`src/rtl/fetch_sequencer.sv`:
```
// Multi-cycle fetch/issue controller: fetches 1-3 instruction bytes with the PC frozen,
// issues them to execute, then releases the PC for one cycle. Optional macro: FETCH_SSTEP_EN.
module fetch_sequencer #(
    parameter int ADDR_WIDTH = 8,
    parameter int DATA_WIDTH = 8
) (
    input  logic                  clk,
    input  logic                  rst_n,
`ifdef FETCH_SSTEP_EN
    input  logic                  dbg_step,
`endif
    input  logic [ADDR_WIDTH-1:0] pc,
    output logic                  pc_halt,
    output logic                  pc_jump_en,
    output logic [ADDR_WIDTH-1:0] pc_jump_addr,
    output logic [1:0]            pc_instr_size,
    output logic                  mem_req,
    output logic [ADDR_WIDTH-1:0] mem_addr,
    input  logic                  mem_ready,
    input  logic [DATA_WIDTH-1:0] mem_rdata,
    output logic                  instr_valid,
    input  logic                  instr_ready,
    output logic [DATA_WIDTH-1:0] instr_opcode,
    output logic [DATA_WIDTH-1:0] instr_op1,
    output logic [DATA_WIDTH-1:0] instr_op2,
    output logic [1:0]            instr_size,
    input  logic                  branch_taken,
    input  logic [ADDR_WIDTH-1:0] branch_addr,
    output logic                  cpu_halted
);

    typedef enum logic [2:0] {
        FETCH0,
        FETCH1,
        FETCH2,
        ISSUE,
        ADVANCE,
        HALTED
`ifdef FETCH_SSTEP_EN
        , WAIT_STEP
`endif
    } state_t;

`ifdef FETCH_SSTEP_EN
    localparam state_t RESET_STATE = WAIT_STEP;
    localparam state_t AFTER_ADV   = WAIT_STEP;
`else
    localparam state_t RESET_STATE = FETCH0;
    localparam state_t AFTER_ADV   = FETCH0;
`endif

    state_t                  state_q, state_d;
    logic [DATA_WIDTH-1:0]   opcode_q, opcode_d;
    logic [DATA_WIDTH-1:0]   op1_q, op1_d;
    logic [DATA_WIDTH-1:0]   op2_q, op2_d;
    logic                    branch_q, branch_d;
    logic [ADDR_WIDTH-1:0]   target_q, target_d;

    // Instruction length lives in the two top opcode bits; 00 and 11 are single-byte.
    function automatic logic [1:0] size_of(input logic [DATA_WIDTH-1:0] op);
        case (op[DATA_WIDTH-1 -: 2])
            2'b01:   return 2'd2;
            2'b10:   return 2'd3;
            default: return 2'd1;
        endcase
    endfunction

    always_ff @(posedge clk or negedge rst_n) begin
        if (!rst_n) begin
            state_q  <= RESET_STATE;
            opcode_q <= '0;
            op1_q    <= '0;
            op2_q    <= '0;
            branch_q <= 1'b0;
            target_q <= '0;
        end else begin
            state_q  <= state_d;
            opcode_q <= opcode_d;
            op1_q    <= op1_d;
            op2_q    <= op2_d;
            branch_q <= branch_d;
            target_q <= target_d;
        end
    end

    always_comb begin
        state_d  = state_q;
        opcode_d = opcode_q;
        op1_d    = op1_q;
        op2_d    = op2_q;
        branch_d = branch_q;
        target_d = target_q;
        case (state_q)
            FETCH0: if (mem_ready) begin
                opcode_d = mem_rdata;
                op1_d    = '0;
                op2_d    = '0;
                state_d  = (size_of(mem_rdata) >= 2'd2) ? FETCH1 : ISSUE;
            end
            FETCH1: if (mem_ready) begin
                op1_d   = mem_rdata;
                state_d = (size_of(opcode_q) == 2'd3) ? FETCH2 : ISSUE;
            end
            FETCH2: if (mem_ready) begin
                op2_d   = mem_rdata;
                state_d = ISSUE;
            end
            ISSUE: if (instr_ready) begin
                branch_d = branch_taken;
                target_d = branch_addr;
                state_d  = (opcode_q == '1) ? HALTED : ADVANCE;
            end
            ADVANCE: state_d = AFTER_ADV;
            HALTED:  state_d = HALTED;
`ifdef FETCH_SSTEP_EN
            WAIT_STEP: if (dbg_step) state_d = FETCH0;
`endif
            default: state_d = RESET_STATE;
        endcase
    end

    // mem_req is gated by rst_n so it falls the moment reset asserts.
    assign mem_req = rst_n && (state_q == FETCH0 || state_q == FETCH1 || state_q == FETCH2);

    always_comb begin
        mem_addr = pc;
        case (state_q)
            FETCH1:  mem_addr = pc + ADDR_WIDTH'(1);
            FETCH2:  mem_addr = pc + ADDR_WIDTH'(2);
            default: mem_addr = pc;
        endcase
    end

    assign pc_halt       = (state_q != ADVANCE);
    assign pc_jump_en    = (state_q == ADVANCE) && branch_q;
    assign pc_jump_addr  = target_q;
    assign pc_instr_size = size_of(opcode_q);
    assign instr_valid   = (state_q == ISSUE);
    assign instr_opcode  = opcode_q;
    assign instr_op1     = op1_q;
    assign instr_op2     = op2_q;
    assign instr_size    = size_of(opcode_q);
    assign cpu_halted    = (state_q == HALTED);

endmodule

```
`config.mk`:
```
export PLATFORM = sky130hd
export DESIGN_NAME = fetch_sequencer
export DESIGN_NICKNAME = d
export VERILOG_FILES = /design/src/rtl/fetch_sequencer.sv
export SDC_FILE = /design/constraint.sdc
export NUM_CORES = 1
export LEC_CHECK = 0
export CORE_MARGIN = 10
export CORE_UTILIZATION = 39
export DETAILED_ROUTE_END_ITERATION = 6
export HOLD_SLACK_MARGIN = 0.05
export PLACE_DENSITY = 0.77
export SYNTH_ARGS = -nofsm -noshare
export SYNTH_HDL_FRONTEND = slang
export SYNTH_SLANG_ARGS = --single-unit
```
`constraint.sdc`:
```
create_clock -name clk -period 1.4 [get_ports clk]
set_input_delay 0.28 -clock clk [delete_from_list [all_inputs] [get_ports clk]]
set_output_delay 0.28 -clock clk [all_outputs]
set_load 0.05 [all_outputs]
```
# Word-level counts from Yosys, hierarchy flattened
# Cells that the tools add are included.
# word_totals
register_bits	36
wordCells	56
ramBits	0
latchBits	0
n_memories	0
mem_bits_ro	0
# op_classes
n_addsub	2
n_reduce_logical	12
bitwise	0
shift	0
muxes	19
n_lt_le_gt_ge	1
n_mul	0
n_eq_ne	16
n_div	0
# ops
operator	n
$pmux 8 s2	3
$mux 8	2
$pmux 3 s5	1
$mux 3	4
$mux 2	5
$add 8x1->8 const B	1
$add 8x2->8 const B	1
$eq 8x8->1 const B	1
$pmux 2 s2	2
$eq 2x2->1 const B	3
$eq 3x2->1 const B	2
$eq 3x3->1 const B	2
$ne 2x2->1 const B	3
$reduce_and 3->1	2
$eq 2x1->1 const B	2
$reduce_and 2->1	2
$reduce_and 4->1	1
$reduce_bool 2->1	2
$eq 3x1->1 const B	1
$logic_not 3->1	1
$ne 3x3->1 const B	1
$ge 2x2->1 const B	1
$logic_and 1x1->1	2
$logic_or 1x1->1	2
other kinds (2)	3

# Longest topological paths before layout
# logic_depth
ltp_word	8
mapped_depth	5
ltp_nobuf	5

# Worst setup path after synthesis
# OpenSTA, ideal clock, no wires.
# synth_path
path_type	register -> output
start	register state_q[0]
end	output pc_jump_en
arrival_time_ps	2120
required_ps	1120
path_slack_ps	-1000
path_buffers	2
path_stages_with_launch	5
cell_sequence	dfrtp_1 > buf_6 > clkbuf_1 > nand3b_1 > nor2_1
# synth_between
elab_chain_cells	2
# synth_rtl
element	line_no	text
start: declaration	52	state_t state_q, state_d;
start signal: assignment	77	state_q <= state_d;
$eq 3x3->1	135	assign pc_jump_en = (state_q == ADVANCE) && branch_q;
$logic_and 1x1->1	135	
end: declaration	14	output logic pc_jump_en,
# Every way passes these cells.

# Worst setup path in the final report
# layout_path
start	register state_q[1]
end	output mem_addr[7]
# layout_between
elab_chain_cells	2
# layout_rtl
element	line_no	text
$eq 3x2->1 or $eq 3x1->1 (tied branches)	127	case (state_q)
$pmux 8 s2 (*)	127	
end: declaration	18	output logic [ADDR_WIDTH-1:0] mem_addr,
# Mark *: on every way between the ends. The rest lies on a longest branch, timed or not.

==> impl_results.html <==
<table>
<tr><th>Metric</th><th>Value</th></tr>
<tr><th colspan="2">Status</th></tr>
<tr><td>Run status</td><td>finished with violations</td></tr>
<tr><td>Failing checks</td><td>setup timing</td></tr>
<tr><th colspan="2">Synthesis</th></tr>
<tr><td>Post-synthesis cell type count</td><td>39</td></tr>
<tr><td>Synthesized flop and latch total</td><td>36</td></tr>
<tr><td>Complex-gate fraction of the synthesized area</td><td>12.28%</td></tr>
<tr><td>Share of synthesized area occupied by flip-flops and latches</td><td>47.28%</td></tr>
<tr><td>Synthesized-area fraction occupied by and/or/nand/nor cells</td><td>18.84%</td></tr>
<tr><td>FFs w/ async S/R, synth</td><td>100.0%</td></tr>
<tr><td>Dominant cells by area after synthesis</td><td>dfrtp_1 (47%), mux2_2 (9.5%), nand2_1 (7.3%)</td></tr>
<tr><td>Yosys synthesis warning count</td><td>0</td></tr>
<tr><td>Mux contribution to synthesized area</td><td>9.455%</td></tr>
<tr><td>EDFF count, synth</td><td>0</td></tr>
<tr><td>Post-Syn Instances</td><td>182</td></tr>
<tr><td>Area of the mapped netlist</td><td>0.001906 mm²</td></tr>
<tr><td>Synthesized-area fraction occupied by xor and xnor cells</td><td>3.217%</td></tr>
<tr><td>Cell type contributing the most total cell area after synthesis</td><td>dfrtp_1</td></tr>
<tr><td>Adder-cell area share of the yosys netlist</td><td>3.283%</td></tr>
<tr><td>Post-Syn Nets</td><td>216</td></tr>
<tr><td>Mean instance size in the synthesized netlist</td><td>10.47 µm²</td></tr>
<tr><td>Area fraction of the dominant cell type after synthesis</td><td>47.28%</td></tr>
<tr><td>Top FF cell, synth</td><td>dfrtp_1</td></tr>
<tr><td>Largest family of logic cells by synthesized area</td><td>simple AND/OR/NAND/NOR gates</td></tr>
<tr><th colspan="2">Timing</th></tr>
<tr><td>Maximum clock frequency</td><td>487.6 MHz</td></tr>
<tr><td>Number of slew-limit violations in the final report</td><td>0</td></tr>
<tr><td>Hold Fails Final Rpt</td><td>0</td></tr>
<tr><td>Setup-failing EPs final</td><td>54</td></tr>
<tr><td>Setup total negative slack</td><td>-16,520 ps</td></tr>
<tr><td>Post-layout minimum cycle time</td><td>2051 ps</td></tr>
<tr><td>Worst Slack Setup Final</td><td>-650.8 ps</td></tr>
<tr><td>Transition time at the pin with the least slew margin</td><td>463.3 ps</td></tr>
<tr><td>Clock skew</td><td>7.072 ps</td></tr>
<tr><td>Unrepaired setup endpoints after global routing</td><td>yes</td></tr>
<tr><td>Relative max-transition margin</td><td>69.11%</td></tr>
<tr><td>Fraction of the cycle the final worst path needs</td><td>146.5%</td></tr>
<tr><th colspan="2">Critical path</th></tr>
<tr><td>Required time of the worst setup path</td><td>1120 ps</td></tr>
<tr><td>Worst Path Max Fanout</td><td>6</td></tr>
<tr><td>Kind of end point of the critical path</td><td>output pin</td></tr>
<tr><td>Startpoint-to-endpoint class of the critical path</td><td>reg -&gt; out</td></tr>
<tr><td>CP Launch Type</td><td>flop</td></tr>
<tr><td>Signal arrival time at the worst endpoint</td><td>1770 ps</td></tr>
<tr><th colspan="2">CTS</th></tr>
<tr><td>CTS tree</td><td>done</td></tr>
<tr><td>Number of buffers on the longest clock path</td><td>2</td></tr>
<tr><td>H-tree levels</td><td>2</td></tr>
<tr><td>Buffer type at the clock tree root</td><td>clkbuf_8</td></tr>
<tr><td>Clock slew at the register clock pins of the worst setup and hold paths</td><td>80 ps</td></tr>
<tr><td>Clock latency reported for the late side of the worst-skew pair</td><td>300 ps</td></tr>
<tr><td>Clk sinks</td><td>36</td></tr>
<tr><td>Cts-stage hold buffer count</td><td>0</td></tr>
<tr><td>Num CTS Buffers</td><td>5</td></tr>
<tr><th colspan="2">Detailed routing</th></tr>
<tr><td># DRC</td><td>0</td></tr>
<tr><td>Routed via count</td><td>1,922</td></tr>
<tr><td>Count of antenna-violating nets left after detailed routing</td><td>0</td></tr>
<tr><td>Initial detailed-routing violation count</td><td>88</td></tr>
<tr><td>Total Wirelength</td><td>7.723 mm</td></tr>
<tr><td>Via density</td><td>5.125</td></tr>
<tr><td>Number of iterations in the first detailed-routing pass</td><td>5</td></tr>
<tr><td>Average routed wire per standard cell</td><td>20.59 µm</td></tr>
<tr><th colspan="2">Power and ir drop</th></tr>
<tr><td>Design Power</td><td>0.01175 W</td></tr>
<tr><td>Clock Power Share</td><td>6.5%</td></tr>
<tr><td>Switching share of total power</td><td>47.12%</td></tr>
<tr><td>Sequential cell fraction of total power</td><td>18.9%</td></tr>
<tr><td>Comb pwr share</td><td>74.6%</td></tr>
<tr><td>IR drop worst, VDD</td><td>2.282 mV</td></tr>
<tr><td>Power per cell area</td><td>2860 mW/mm²</td></tr>
<tr><td>Net Switching</td><td>0.005537 W</td></tr>
<tr><td>Leak pwr</td><td>1.813 nW</td></tr>
<tr><td>Internal power contribution</td><td>0.006214 W</td></tr>
<tr><th colspan="2">Floorplanning</th></tr>
<tr><td>Placeable core region</td><td>0.004723 mm²</td></tr>
<tr><td>Total number of placement rows</td><td>25</td></tr>
<tr><td>Die Span Y</td><td>89.90 µm</td></tr>
<tr><td>Ports</td><td>78</td></tr>
<tr><td>Floorplan die width</td><td>89.90 µm</td></tr>
<tr><td>Initial Util</td><td>40.34%</td></tr>
<tr><td>Die area</td><td>0.008082 mm²</td></tr>
<tr><th colspan="2">Global route</th></tr>
<tr><td>Residual overflow from global routing</td><td>0</td></tr>
<tr><td>Total global routing track utilization</td><td>18.84%</td></tr>
<tr><td>First-pass GRT wire length</td><td>12.28 mm</td></tr>
<tr><td>Antenna violations before repair</td><td>0</td></tr>
<tr><td>Pin count of the biggest net entering global routing</td><td>37</td></tr>
<tr><td>Via count of the first global-routing pass</td><td>2,184</td></tr>
<tr><th colspan="2">Job</th></tr>
<tr><td>Maximum Capacitance Violations</td><td>0</td></tr>
<tr><th colspan="2">Min path</th></tr>
<tr><td>Tightest Hold Check Type</td><td>in -&gt; async</td></tr>
<tr><th colspan="2">Layout</th></tr>
<tr><td>Top library cells by usage in the layout, fill and taps aside</td><td>buf_12 (48), buf_4 (38), dfrtp_1 (32), nand2_1 (29), clkdlybuf4s50_1 (22)</td></tr>
<tr><td>Filler cells</td><td>182</td></tr>
<tr><td>Number of diodes</td><td>0</td></tr>
<tr><td>Most common cell after layout, fill and taps aside</td><td>buf_12</td></tr>
<tr><td>Share of final-layout standard cells stronger than drive strength 1</td><td>60.71%</td></tr>
<tr><td>Syn-to-layout area delta</td><td>115.6%</td></tr>
<tr><td>NumNets Final</td><td>341</td></tr>
<tr><th colspan="2">Placed design</th></tr>
<tr><td>HPWL after DPL</td><td>5.091 mm</td></tr>
<tr><td>Count of buffers from port buffering</td><td>77</td></tr>
<tr><td>Global placer's final weighted congestion</td><td>0.7944</td></tr>
</table>
==> flip-flops by register name (all words and copies together) (netlist names) <==
| register | cells |
|---|---|
| instr_opcode | 8 |
| instr_op1 | 8 |
| state_q | 3 |
| pc_jump_addr | 8 |
| instr_op2 | 8 |
| branch_q | 1 |
==> metal layers <==
metal	GRT usage, %	vias to the layer above	wire (µm)
met5	0	-	0
met4	8.488	0	253
met3	5.985	21	415
met2	34.14	65	4253
met1	19.29	973	2801
li1	-	863	-
==> worst paths after layout <==
kind / start / endpoint / slack (ps) / depth (start not counted)
setup / recovery: state_q[1]$_DFFE_PN0P_ / mem_addr[7] / -650 / 4
hold / removal: rst_n / instr_op1[7]$_DFFE_PN0P_ / 70 / 2
setup reg to reg: state_q[1]$_DFFE_PN0P_ / pc_jump_addr[6]$_DFFE_PN0P_ / -370 / 7
hold reg to reg: branch_q$_DFFE_PN0P_ / branch_q$_DFFE_PN0P_ / 550 / 1
max in group asynchronous: rst_n / state_q[1]$_DFFE_PN0P_ / 970 / 2
min in group clk: branch_q$_DFFE_PN0P_ / branch_q$_DFFE_PN0P_ / 550 / 1
==> synth_stat cells (2+ instances only) <==
library cell and instances:
nand2_1 37, dfrtp_1 36, o21ai_0 18, mux2_2 16, inv_1 8, clkbuf_1 5, ha_1 5, a21oi_1 4
nand2b_1 4, xor2_1 4, buf_6 3, nand3b_1 3, o22a_1 3, xnor2_1 3, and3_1 2, buf_2 2
buf_4 2, nand3_1 2, nand3b_4 2, nor2_1 2, nor3_1 2, o21a_1 2
==> power by group through the flow <==
stage | logic (W) | registers [W] | clock network, W
after floorplan | 0.00272 | 0.00346 | 0
after CTS | 0.00858 | 0.00218 | 0.000762
final | 0.00877 | 0.00222 | 0.000765
after global routing | 0.00911 | 0.00227 | 0.000803
after global placement | 0.00755 | 0.00214 | 0
after detailed placement | 0.00768 | 0.00220 | 0
==> final cells by class <==
cell class	instances	area (µm²)	share of cell area [%]
flip-flops and latches	36	905.9	22.05
clock inverters	3	18.77	0.4568
clock buffers	5	68.82	1.675
inverters	8	37.54	0.9135
multi-input cells	128	1321	32.16
well taps	67	83.83	2.040
repair buffers	128	1673	40.71
==> critical path, stage by stage, from the launching register on <==
cell and delay [ps]:
dfrtp_2 480, nand3b_4 220, a2111oi_4 430, xor2_4 190, buf_12 150
==> timing repair <==
item / 4_1_cts / 5_1_grt
hold endpoints to repair: 0 / 0
cloned: 2 / 0
pin swaps: 24 / 13
setup endpoints to repair: 52 / 54
buffers inserted: 12 / 4
gates resized for setup: 60 / 16
==> per-stage QoR <==
| stage | instance area (µm²) | cells | worst slack (ps) | hold WS [ps] | utilization, % |
|---|---|---|---|---|---|
| 3_3_place_gp | 3679 | 351 | -738.0 | 409.5 | 77.88 |
| 6_report | 4109 | 375 | -650.8 | 68.09 | 86.99 |
| 2_1_floorplan | 2178 | 182 | -604.8 | -15.59 | - |
| 5_1_grt | 4109 | 375 | -700.0 | 96.90 | 86.99 |
| 3_5_place_dp | 3679 | 351 | -791.9 | 414.2 | 77.88 |
| 4_1_cts | 4051 | 373 | -657.1 | 95.82 | 85.77 |
==> kinds of logic (layout without fill, tap and decap cells) <==
logic type / after synthesis / in the layout
AND/OR/NAND/NOR: 64 / 66
flip-flops: 36 / 36
AO/OA/AOI/OAI: 34 / 34
buffers and inverters: 20 / 144
multiplexers: 16 / 16
XOR/XNOR: 7 / 7
adder cells (fa/ha/maj): 5 / 5
No activity file was read; power rests on OpenSTA's default activity.
